[config.mk]
export PLATFORM = sky130hd
export DESIGN_NAME = vga_mode_ctrl
export DESIGN_NICKNAME = d
export VERILOG_FILES = /design/src/rtl/vga_mode_ctrl.sv
export SDC_FILE = /design/constraint.sdc
export NUM_CORES = 1
export LEC_CHECK = 0
export BUFFER_PORTS_ARGS = -buffer_cell sky130_fd_sc_hd__buf_2
export CAP_MARGIN = 20
export CORE_MARGIN = 10
export CORE_UTILIZATION = 50
export CTS_CLUSTER_SIZE = 24
export DETAILED_ROUTE_END_ITERATION = 10
export PLACE_DENSITY_LB_ADDON = 0.05
export SYNTH_ARGS = -nofsm -noshare
export SYNTH_HDL_FRONTEND = slang
export SYNTH_SLANG_ARGS = --single-unit
[constraint.sdc]
create_clock -name clk -period 2.5 [get_ports clk]
set_input_delay 0 -clock clk [delete_from_list [all_inputs] [get_ports clk]]
set_output_delay 0 -clock clk [all_outputs]
set_load 0.005 [all_outputs]
[src/rtl/vga_mode_ctrl.sv]
// Key-driven pattern mode / brightness controller for the VGA pattern generator.
// Key presses edit a pending configuration that is committed only at frame_start.
module vga_mode_ctrl #(
  parameter int unsigned DEBOUNCE_CYCLES = 1000000,
  parameter int unsigned NUM_MODES       = 8,
  parameter int unsigned BRIGHT_MAX      = 7,
  parameter logic        KEY_PRESSED_LVL = 1'b0
) (
  input  logic       clk,
  input  logic       rst,
  input  logic [3:0] keyin,
  input  logic       frame_start,
  output logic [3:0] mode,
  output logic [2:0] bright,
  output logic       cfg_update,
  output logic       pending
);

  localparam int unsigned CW         = (DEBOUNCE_CYCLES > 1) ? $clog2(DEBOUNCE_CYCLES) : 1;
  localparam logic [CW-1:0] CNT_LAST = CW'(DEBOUNCE_CYCLES - 1);
  localparam logic [3:0] MODE_LAST   = 4'(NUM_MODES - 1);
  localparam logic [2:0] BRIGHT_TOP  = 3'(BRIGHT_MAX);
  localparam logic       RELEASED    = ~KEY_PRESSED_LVL;

  typedef enum logic {IDLE, ARMED} state_t;

  logic [3:0]    sync1, sync2, db;
  logic [CW-1:0] cnt [4];
  logic [3:0]    press;

  always_ff @(posedge clk or negedge rst) begin
    if (!rst) begin
      sync1 <= {4{RELEASED}};
      sync2 <= {4{RELEASED}};
      db    <= {4{RELEASED}};
      for (int unsigned i = 0; i < 4; i++) cnt[i] <= '0;
    end else begin
      sync1 <= keyin;
      sync2 <= sync1;
      for (int unsigned i = 0; i < 4; i++) begin
        if (sync2[i] == db[i]) begin
          cnt[i] <= '0;
        end else if (cnt[i] == CNT_LAST) begin
          cnt[i] <= '0;
          db[i]  <= ~db[i];
        end else begin
          cnt[i] <= cnt[i] + 1'b1;
        end
      end
    end
  end

  // Press fires on the same cycle the debounced state flips toward "pressed".
  always_comb begin
    for (int unsigned i = 0; i < 4; i++)
      press[i] = (sync2[i] != db[i]) && (cnt[i] == CNT_LAST) && (sync2[i] == KEY_PRESSED_LVL);
  end

  state_t     state, state_n;
  logic [3:0] p_mode, p_mode_n, mode_n;
  logic [2:0] p_bright, p_bright_n, bright_n;
  logic       commit;

  always_ff @(posedge clk or negedge rst) begin
    if (!rst) begin
      state      <= IDLE;
      mode       <= '0;
      bright     <= BRIGHT_TOP;
      p_mode     <= '0;
      p_bright   <= BRIGHT_TOP;
      cfg_update <= 1'b0;
    end else begin
      state      <= state_n;
      mode       <= mode_n;
      bright     <= bright_n;
      p_mode     <= p_mode_n;
      p_bright   <= p_bright_n;
      cfg_update <= commit;
    end
  end

  // Commit takes the pending set as it stood before any same-cycle event.
  always_comb begin
    commit     = (state == ARMED) && frame_start;
    mode_n     = commit ? p_mode : mode;
    bright_n   = commit ? p_bright : bright;
    p_mode_n   = p_mode;
    p_bright_n = p_bright;
    pending    = (state == ARMED);
    if (press[3]) begin
      p_mode_n   = '0;
      p_bright_n = BRIGHT_TOP;
    end else if (press[0]) begin
      p_mode_n = (p_mode == MODE_LAST) ? '0 : p_mode + 4'd1;
    end else if (press[1]) begin
      p_mode_n = (p_mode == '0) ? MODE_LAST : p_mode - 4'd1;
    end else if (press[2]) begin
      p_bright_n = (p_bright == BRIGHT_TOP) ? '0 : p_bright + 3'd1;
    end
    state_n = ((p_mode_n != mode_n) || (p_bright_n != bright_n)) ? ARMED : IDLE;
  end

endmodule

-- Word-level counts from Yosys, hierarchy flattened
Index checks and enable logic that the tools add are counted.
W data, S select, Z words.
- output and inout port bits: 9
- input port bits: 7
- logic and storage cells: 87
- flip-flop bits (word level): 108
- bitwise logic cells: 12
- $add $sub $neg: 7
- equality and inequality tests: 16
- reduce and logical (&&, ||, !) cells: 15
- multiplexer cells: 21
- operator list (operator ; count):
    $mux W20 ; 8
    $add A20 B1 Y20 const B ; 4
    $eq A20 B20 Y1 const B ; 4
    $mux W4 ; 6
    $mux W3 ; 6
    $not A1 Y1 ; 12
    $logic_and A1 B1 Y1 ; 9
    $reduce_and A2 Y1 ; 4
    $add A4 B1 Y4 const B ; 1
    $eq A1 B1 Y1 ; 4
    $eq A4 B3 Y1 const B ; 1
    $logic_not A4 Y1 ; 1
    $ne A1 B1 Y1 ; 4
    $ne A4 B4 Y1 ; 1
    $sub A4 B1 Y4 const B ; 1
    $add A3 B1 Y3 const B ; 1
    $eq A3 B3 Y1 const B ; 1
    $ne A3 B3 Y1 ; 1
    $logic_or A1 B1 Y1 ; 1
    $mux W1 ; 1

-- Logic depth before layout (Yosys ltp)
Gate-level depths: netlist (run 1).
- depth in word-level cells: 10
- depth in mapped cells: 10
- depth with buffers taken out: 9

-- Worst setup path after synthesis (run 1)
No wires, ideal clock.
- path type: register -> register
- start: register cnt[40] in the netlist's numbering
- end: register state (netlist: pending)
- library setup time: 0.137 ns
- stages on the path, launching flop included: 10
- clock period less this slack: 2.396 ns
- arrival time: 2.259 ns
- buffers on the path: 0
- setup slack: 0.104 ns
- data required time: 2.363 ns
- cells stage by stage: dfrtp_1 > ha_1 > and4_4 > nand4_4 > or3_4 > and3_1 > nor3_2 > xor2_1 > a2111oi_1 > nand4_1
- longest elaborated chain between the ends: 9
- elaborated cells on any way between the ends: 13
- classes of those cells: eq/ne (3); mux (7); reduce/logical (3)
- RTL lines (element ; line ; text):
    start, declared ; 28 ; logic [CW-1:0] cnt [4];
    start signal, assigned by index ; 47 ; cnt[i] <= cnt[i] + 1'b1;
    $eq A20 B20 Y1 ; 56 ; press[i] = (sync2[i] != db[i]) && (cnt[i] == CNT_LAST) && (sync2[i] == KEY_PRESSED_LVL);
    $logic_and A1 B1 Y1 (2 in a row) ; 56 ;
    $mux W4 ; 95 ; end else if (press[1]) begin
    $mux W4 ; 93 ; end else if (press[0]) begin
    $mux W4 ; 90 ; if (press[3]) begin
    named net p_mode_n[0] ; 60 ; logic [3:0] p_mode, p_mode_n, mode_n;
    $ne A4 B4 Y1 ; 100 ; state_n = ((p_mode_n != mode_n) || (p_bright_n != bright_n)) ? ARMED : IDLE;
    $logic_or A1 B1 Y1 ; 100 ;
    $mux W1 ; 100 ;
    named net state_n ; 59 ; state_t state, state_n;
    end signal, assigned ; 73 ; state <= state_n;
    end, declared ; 59 ;
The timed path passes the listed nets, and every way through them passes these cells.
A chain may end at the register's enable or synchronous reset.

-- Worst setup path after layout (run 1)
- start: register cnt[41] in the netlist's numbering
- end: register state (netlist: pending)
Same word-level chain as after synthesis.

==> results.toml, run 1 <==
[global_route]
grt.total_usage_pct = 14.0
grt_use_met3_pct = 4.21
grt_max_degree = 61
grt_util_met2_pct = 22.6
grt_pass1_wl_mm = 17.2
grt_pass1_vias = 3700
antenna_found_initial = 0
busiest_layer = "met2"
gr-total-overflow = 0
use_met1_pct = 17.8

[drt]
vias = 3728
drtIter0Drc = 257
drc_errors = 0
wl_per_cell_um = 13.9
drt-total-wl_mm = 9.95
antenna_left = 0
vias_per_cell = 5.21
drtPass1Iterations = 4

[die]
die_width_um = 122
rows = 37
ios = 16
die_h_um = 122
start_util_pct = 50.8
core_um2 = 10200
dieArea_um2 = 14800

[clock_network]
htree_levels = 3
clk_latency_ps = 380
cts-root-buf = "clkbuf_8"
clk_pin_slew_worst_paths_ps = 100
cts_buffer_depth = 2
cts_tree = "done"
cts.sinks = 108
numCtsBuffers = 9

[yosys]
synth_edf_count = 0
synth_area_leaders = "dfrtp_1 44%, dfstp_2 9.1%, xor2_1 8.0%, nor2_1 6.7%, xnor2_1 4.4%"
ys_dominant_reg_cell = "dfrtp_1"
postSynth.asyncResetShare_pct = 100
yosysTopAreaCellShare_pct = 43.5
yosysUniqueCellTypes = 46
synth_seq_area_share_pct = 52.7
synthCells = 510
ys.warnings.count = 0
synth_area_um2 = 5170
yosys.area.top_type = "dfrtp_1"
avgSynthCellArea_um2 = 10.1
syn_nets = 525
synth-seq-cells = 108

[setup_path]
end_kind = "flip-flop"
start_kind = "flip-flop"
reg2reg_setup_slack_ps = 30
crit_chain = "ha_2, and4_4, nand4_4, or3_4, and3_4, nor3_4, xor2_1, a2111oi_2, nand4_1"
path_class = "flip-flop to flip-flop"
ff2ff_path_depth = 9
path_buf_inv = 0
worstPathMaxFanout = 7
timing.rr.end = "pending$_DFF_PN0_"
r2r-start = "cnt[41]$_DFF_PN0_"
cp_top_family = "simple AND/OR/NAND/NOR gates"
max_stage_delay_ps = 390
slowest_stage = "or3_4"
required_ps = 2750
cp.arrival_ps = 2710

[sta]
fin_crit_ps = 2470
final-setup-viol-count = 0
post-route-period-util_pct = 98.7
relSlewSlack_pct = 58.2
grt_setup_unrepaired = "true"
finClkSkew_ps = 14.4
tns_ps = 0
finalHoldViolCount = 0
worst_pin_slew_ps = 627
report.final.slew_viol_count = 0
fmax_mhz = 405

[placed_design]
dp_cells = 684
finalWeightedCongestion = 0.818
dp_hpwl_mm = 6.65
portBuffers = 15

[min_path]
min-delay-start = "frame_start"
worstHoldPathType = "input port to flip-flop"
min_path_cells = 3
holdPathEnd = "cfg_update$_DFF_PN0_"

[finish]
final_common_cell = "nor2_1"
diodes = 0
final_core_util_pct = 59.9
syn_to_final_growth_pct = 17.9
finalNetCount = 590
final_cell_mix = "91 x nor2_1, 89 x dfrtp_1, 47 x xor2_1"
drive_gt1_share_pct = 21.6
instances_no_fill = 716

[pwr]
p_leak_nw = 2.72
ir_drop_mv = 0.419
power_w = 0.00298
power.density_nw_per_um2 = 489

[outcome]
status = "finished clean"

[flow_run]
maxCapViolCount = 0
[cells in the mapped netlist, types with 8 or more instances]
library cell / count
ha_1: 8
xnor2_1: 26
o21ai_0: 14
nand3_1: 31
and3_1: 18
a21oi_1: 10
clkbuf_1: 9
nor2_1: 92
nand2_1: 45
xor2_1: 47
dfrtp_1: 90
or3_1: 9
inv_1: 14
nand4_1: 15
dfstp_2: 18
[registers in the layout, indices dropped and copies added (netlist names)]
register,count
cnt,80
db,4
mode,4
p_mode,4
sync1,4
sync2,4
bright,3
p_bright,3
cfg_update,1
pending,1
[power by group]
| group | total, W | switching, W | internal [W] |
|---|---|---|---|
| Combinational | 0.000110 | 0.0000720 | 0.0000384 |
| Clock | 0.00108 | 0.000586 | 0.000493 |
| Sequential | 0.00179 | 0.0000175 | 0.00177 |
[worst max path at each step]
stage / cells past startpoint / start / endpoint
2_1_floorplan: 9 / cnt[40]$_DFF_PN0_ / pending$_DFF_PN0_
3_3_place_gp: 9 / cnt[70]$_DFF_PN0_ / pending$_DFF_PN0_
5_1_grt: 9 / cnt[41]$_DFF_PN0_ / pending$_DFF_PN0_
4_1_cts: 9 / cnt[26]$_DFF_PN0_ / pending$_DFF_PN0_
3_5_place_dp: 9 / cnt[41]$_DFF_PN0_ / pending$_DFF_PN0_
6_report: 9 / cnt[41]$_DFF_PN0_ / pending$_DFF_PN0_
[layout make-up]
type                            count  area [um2]
Sequential cell                   108        2730
Inverter                           14        52.6
Tap cell                          136         170
Timing Repair Buffer               64         470
Clock inverter                      5        58.8
Fill cell                         885        4080
Multi-Input combinational cell    378        2480
Clock buffer                       11         141
[repair_timing]
item,CTS,global route
buffers inserted,0,11
pin swaps,2,17
resized for setup,1,22
endpoints found under the hold margin,43,0
setup endpoints to repair,1,1
hold buffers,5,0
cloned,0,0
[cells by family after synthesis]
family	count (synthesis)	share of synthesized area [%]
buf+inv	24	1.76
xor+xnor	73	12.4
fa+ha+maj	8	1.93
compound gates	37	4.57
simple gates	250	24.6
flops	108	52.7
mux	10	2.08
[worst register-to-register path: cells and delay by family, from the launching register on]
kind / cells / cell delay, ps
and+or+nand+nor: 6 / 1340
xor gates and xnor gates: 1 / 100
adders and majority gates: 1 / 190
AOI/OAI and AO/OA: 1 / 330
DFF: 1 / 380
[stage by stage]
step / hold slack [ps] / setup slack (ps) / cell area, um2
6_report: 110 / 31.8 / 6100
5_1_grt: 140 / -69.2 / 6100
4_1_cts: 87.0 / 0.395 / 5900
3_5_place_dp: 63.9 / -16.0 / 5640
3_3_place_gp: 58.9 / 57.6 / 5640
2_1_floorplan: -296 / 104 / 5170
[per-layer routing]
layer | routed length [um] | vias up | part of all wire, %
li1 | - | 1865 | -
met3 | 317 | 9 | 3.2
met1 | 4610 | 1819 | 46
met5 | 0 | - | 0
met4 | 133 | 0 | 1.3
met2 | 4890 | 35 | 49
(Power assumes the default switching activity.)
==> run 2: changes to the inputs <==
- PLACE_DENSITY: unset -> 0.69
- PLACE_DENSITY_LB_ADDON: 0.05 -> unset
==> run 2 against run 1 <==
Combinational power grew 5%. Clock skew shrank 0.66 ps. Worst setup slack gained 35 ps. Sequential power is essentially flat. Hold slack lost 9.2 ps. Sequential cell count is the same. Core utilization grew 0.21 points. Clock power grew 19%. Design area grew 0.35%. First-iteration DRC count grew 41%. Die area is the same. Largest cell class unchanged. Highest routed layer unchanged.
==> results.toml, run 2 (same netlist as run 1, synthesis figures left out) <==
[die]
start_util_pct = 50.8
core_um2 = 10200
dieArea_um2 = 14800
rows = 37
ios = 16
die_width_um = 122
die_h_um = 122

[pwr]
p_clk_share_pct = 40.2
p_int_w = 0.00249
sequentialPowerShare_pct = 56.1
p_switching_w = 0.000702
p_leak_nw = 2.71
ir_drop_mv = 0.317
switching_share_pct = 22.0
power.density_nw_per_um2 = 521
p_comb_share_pct = 3.6

[setup_path]
required_ps = 2750
crit_path_start = "cnt[41]$_DFF_PN0_"
start_kind = "flip-flop"
r2r-start = "cnt[41]$_DFF_PN0_"
cp.arrival_ps = 2690
worstPathMaxFanout = 6
path_class = "flip-flop to flip-flop"
end_kind = "flip-flop"

[placed_design]
finalWeightedCongestion = 0.872
portBuffers = 15
dp_hpwl_mm = 6.84
postPlaceCellArea_um2 = 5630

[sta]
grt_setup_unrepaired = "true"
report.final.slew_viol_count = 0
finalHoldViolCount = 0
relSlewSlack_pct = 63.7
fmax_mhz = 411
final-setup-viol-count = 0
worst_pin_slew_ps = 541
finClkSkew_ps = 13.8
post-route-period-util_pct = 97.3
fin_crit_ps = 2430

[global_route]
grt_use_met3_pct = 4.63
antenna_found_initial = 0
grt_util_met2_pct = 22.5
grt_pass1_wl_mm = 17.0
busiest_layer = "met2"
grt_pass1_vias = 3799
grt_max_degree = 56
use_met1_pct = 17.2
gr-total-overflow = 0
grt.total_usage_pct = 13.8

[clock_network]
cts_tree = "done"
htree_levels = 3
numCtsBuffers = 9
clk_latency_ps = 390
clk_pin_slew_worst_paths_ps = 110
cts.sinks = 108
cts-root-buf = "clkbuf_8"
cts_buffer_depth = 2

[finish]
drive_gt1_share_pct = 20.7
top_register = "cnt"
final_area_um2 = 6120
final_cell_mix = "91 x nor2_1, 90 x dfrtp_1, 47 x xor2_1"
diodes = 0
syn_to_final_growth_pct = 18.3
finalNetCount = 584
final_core_util_pct = 60.1
final_common_cell = "nor2_1"
largest_register_ffs = 80

[drt]
vias_per_cell = 5.31
antenna_left = 0
drtPass1Iterations = 4
drt-total-wl_mm = 9.92
wl_per_cell_um = 14.0
vias = 3771
drc_errors = 0
drtIter0Drc = 363

[flow_run]
maxCapViolCount = 0

[outcome]
status = "finished clean"

[min_path]
worstHoldPathType = "input port to asynchronous set/reset pin"
run 2: per-layer routing:
metal | up-vias | part of all wire, %
li1 | 1863 | -
met1 | 1852 | 46
met2 | 47 | 49
met3 | 9 | 3.9
met4 | 0 | 0.94
met5 | - | 0
run 2: worst paths after layout:
check | endpoint | slack [ps] | cells after the start
min in group clk | cfg_update$_DFF_PN0_ | 100 | 3
hold reg to reg | sync2[0]$_DFF_PN1_ | 360 | 0
max in group asynchronous | bright[1]$_DFF_PN1_ | 1690 | 3
hold / removal | cnt[48]$_DFF_PN0_ | 100 | 2
setup reg to reg | pending$_DFF_PN0_ | 70 | 10
setup / recovery | pending$_DFF_PN0_ | 70 | 10
run 2: stage by stage:
| stage | cells | hold WS [ps] | power [W] | setup WS [ps] | TNS, ps |
|---|---|---|---|---|---|
| 2_1_floorplan | 510 | -296 | 0.00186 | 104 | 0 |
| 3_3_place_gp | 682 | -12.1 | 0.00193 | 33.3 | 0 |
| 3_5_place_dp | 682 | -11.7 | 0.00194 | -68.5 | -68.5 |
| 4_1_cts | 704 | 91.3 | 0.00322 | 0.402 | 0 |
| 5_1_grt | 710 | 116 | 0.00332 | -105 | -105 |
| 6_report | 710 | 101 | 0.00319 | 66.5 | 0 |
run 2: critical path, cell delays in order, from the launching register on:
cell       delay, ps
dfrtp_1          370
ha_2             190
and4_4           260
nand4_4          150
or3_4            390
buf_4            150
a41oi_2          200
and3_1           200
o21ai_1           70
a2111oi_2        210
nand4_1          120
run 2: area by class of cell:
type / count / area [um2]
well taps: 136 / 170
flip-flops and latches: 108 / 2730
repair buffers: 58 / 429
clock buffers: 9 / 124
clock inverters: 7 / 124
fillers: 841 / 4060
inverters: 14 / 52.6
multi-input cells: 378 / 2500
run 2: power groups by stage:
stage               sequential [W]  combinational (W)  clock, W
global placement           0.00182           0.000109         0
detailed placement         0.00183           0.000111         0
finish                     0.00179           0.000116   0.00128
floorplan                  0.00182          0.0000419         0
global route               0.00180           0.000135   0.00139
CTS                        0.00179           0.000117   0.00131
run 2: repair_timing:
action / 4_1_cts / 5_1_grt
resized for setup: 2 / 23
setup buffers: 1 / 6
endpoints found under the hold margin: 76 / 0
hold buffers: 5 / 0
pin swaps: 3 / 15
endpoints found under the setup margin: 1 / 1
gates cloned: 0 / 0
==> run 3: changes to the inputs <==
- CTS_BUF_LIST: unset -> sky130_fd_sc_hd__clkbuf_16
==> run 3 against run 2 <==
First-iteration DRC count fell by 20%. Non-clock buffer count fell by 1. Clock skew fell by 3.1 ps. Die area did not move. Routed wire length rose by 0.36%. Total power rose by 11%. Sequential cell count did not move. Largest power group unchanged.
==> results.toml, run 3 (same netlist as run 1, synthesis figures left out) <==
[outcome]
status = "finished clean"

[drt]
drtPass1Iterations = 4
drtIter0Drc = 291
vias = 3745
wl_per_cell_um = 14.0
vias_per_cell = 5.28
drt-total-wl_mm = 9.96
antenna_left = 0
drc_errors = 0

[global_route]
grt_pass1_vias = 3769
grt.total_usage_pct = 13.8
antenna_found_initial = 0
grt_pass1_wl_mm = 17.0
busiest_layer = "met2"
gr-total-overflow = 0
grt_max_degree = 56
grt_use_met3_pct = 3.65
grt_util_met2_pct = 22.5
use_met1_pct = 17.5

[placed_design]
finalWeightedCongestion = 0.872
portBuffers = 15
dp_hpwl_mm = 6.84
place_ws_ps = -68.5

[pwr]
p_clk_share_pct = 46.3
p_int_w = 0.00280
sequentialPowerShare_pct = 50.4
ir_drop_mv = 0.404
power.density_nw_per_um2 = 574
switching_share_pct = 21.1
p_switching_w = 0.000749
p_leak_nw = 2.75
p_comb_share_pct = 3.3

[sta]
finClkSkew_ps = 10.7
grt_setup_unrepaired = "true"
worst_pin_slew_ps = 532
setup_ws_ps = 49.2
fin_crit_ps = 2450
final-setup-viol-count = 0
report.final.slew_viol_count = 0
relSlewSlack_pct = 64.3
fmax_mhz = 408
hold_ws_ps = 133
post-route-period-util_pct = 98.0
finalHoldViolCount = 0

[setup_path]
path_buf_inv = 0
path_depth = 9
max_stage_delay_ps = 390
path_class = "flip-flop to flip-flop"
start_kind = "flip-flop"
crit_chain = "ha_2, and4_4, nand4_4, or3_4, and3_4, nor3_4, xor2_1, a2111oi_2, nand4_1"
worstPathMaxFanout = 6
ff2ff_path_depth = 9
cp_top_family = "simple AND/OR/NAND/NOR gates"
end_kind = "flip-flop"
slowest_stage = "or3_4"
reg2reg_setup_slack_ps = 50
required_ps = 2710
cp.arrival_ps = 2660

[finish]
diodes = 0
finalNetCount = 583
final_common_cell = "nor2_1"
syn_to_final_growth_pct = 19.7
n_fill_cell = 847
largest_register_ffs = 80
drive_gt1_share_pct = 20.4
final_cell_mix = "91 x nor2_1, 90 x dfrtp_1, 47 x xor2_1"
top_register = "cnt"

[die]
core_um2 = 10200
ios = 16
start_util_pct = 50.8
dieArea_um2 = 14800
die_width_um = 122
die_h_um = 122
rows = 37

[clock_network]
htree_levels = 3
clk_latency_ps = 350
cts-root-buf = "clkbuf_16"
numCtsBuffers = 9
cts_tree = "done"
cts.sinks = 108
clk_pin_slew_worst_paths_ps = 70
cts_buffer_depth = 2

[min_path]
worstHoldPathType = "input port to flip-flop"
min_path_cells = 3

[flow_run]
maxCapViolCount = 0
run 3: power groups by stage:
stage	logic, W	clock network [W]	registers (W)
after detailed placement	0.000111	0	0.00183
after CTS	0.000117	0.00167	0.00179
after global routing	0.000135	0.00174	0.00179
final	0.000116	0.00165	0.00179
after global placement	0.000109	0	0.00182
after floorplan	0.0000419	0	0.00182
run 3: path summary, 6_finish.rpt:
check,endpoint,start
worst max-delay path,pending$_DFF_PN0_,cnt[41]$_DFF_PN0_
worst min-delay path,cfg_update$_DFF_PN0_,frame_start
worst max register to register,pending$_DFF_PN0_,cnt[41]$_DFF_PN0_
worst min register to register,sync2[0]$_DFF_PN1_,sync1[0]$_DFF_PN1_
max in group asynchronous,bright[1]$_DFF_PN1_,rst
min in group asynchronous,cnt[63]$_DFF_PN0_,rst
run 3: layout make-up:
type | count | area (um2) | area share [%]
inverter | 14 | 52.6 | 0.848
clock buffer | 9 | 225 | 3.64
clock inverter | 7 | 124 | 2.00
timing repair buffer | 57 | 418 | 6.75
sequential | 108 | 2730 | 44.0
multi-input combinational | 378 | 2480 | 40.0
tap | 136 | 170 | 2.75
run 3: worst register-to-register path, stage by stage, from the launching register on:
cell and delay [ps]:
dfrtp_1 370, ha_2 190, and4_4 260, nand4_4 150, or3_4 390, and3_4 210
nor3_4 190, xor2_1 100, a2111oi_2 350, nand4_1 120
run 3: layer usage:
layer	vias to the layer above	routed length, um
met5	-	0
met2	43	4820
met4	0	159
li1	1862	-
met1	1825	4630
met3	15	343
run 3: what timing repair did:
action                                  in CTS  in global routing
setup buffers                                1                  5
hold buffers                                 5                  0
endpoints found under the setup margin       1                  1
gates resized for setup                      3                 18
pin swaps                                    3                 11
endpoints found under the hold margin       38                  0
run 3: stage by stage:
step,TNS [ps],cells,cell area [um2],utilization [%],power [W]
floorplan,0,510,5170,-,0.00186
global placement,0,682,5630,55.3,0.00193
detailed placement,-68.5,682,5630,55.3,0.00194
CTS,0,704,6050,59.4,0.00358
global route,-70.6,709,6190,60.8,0.00367
finish,0,709,6190,60.8,0.00355
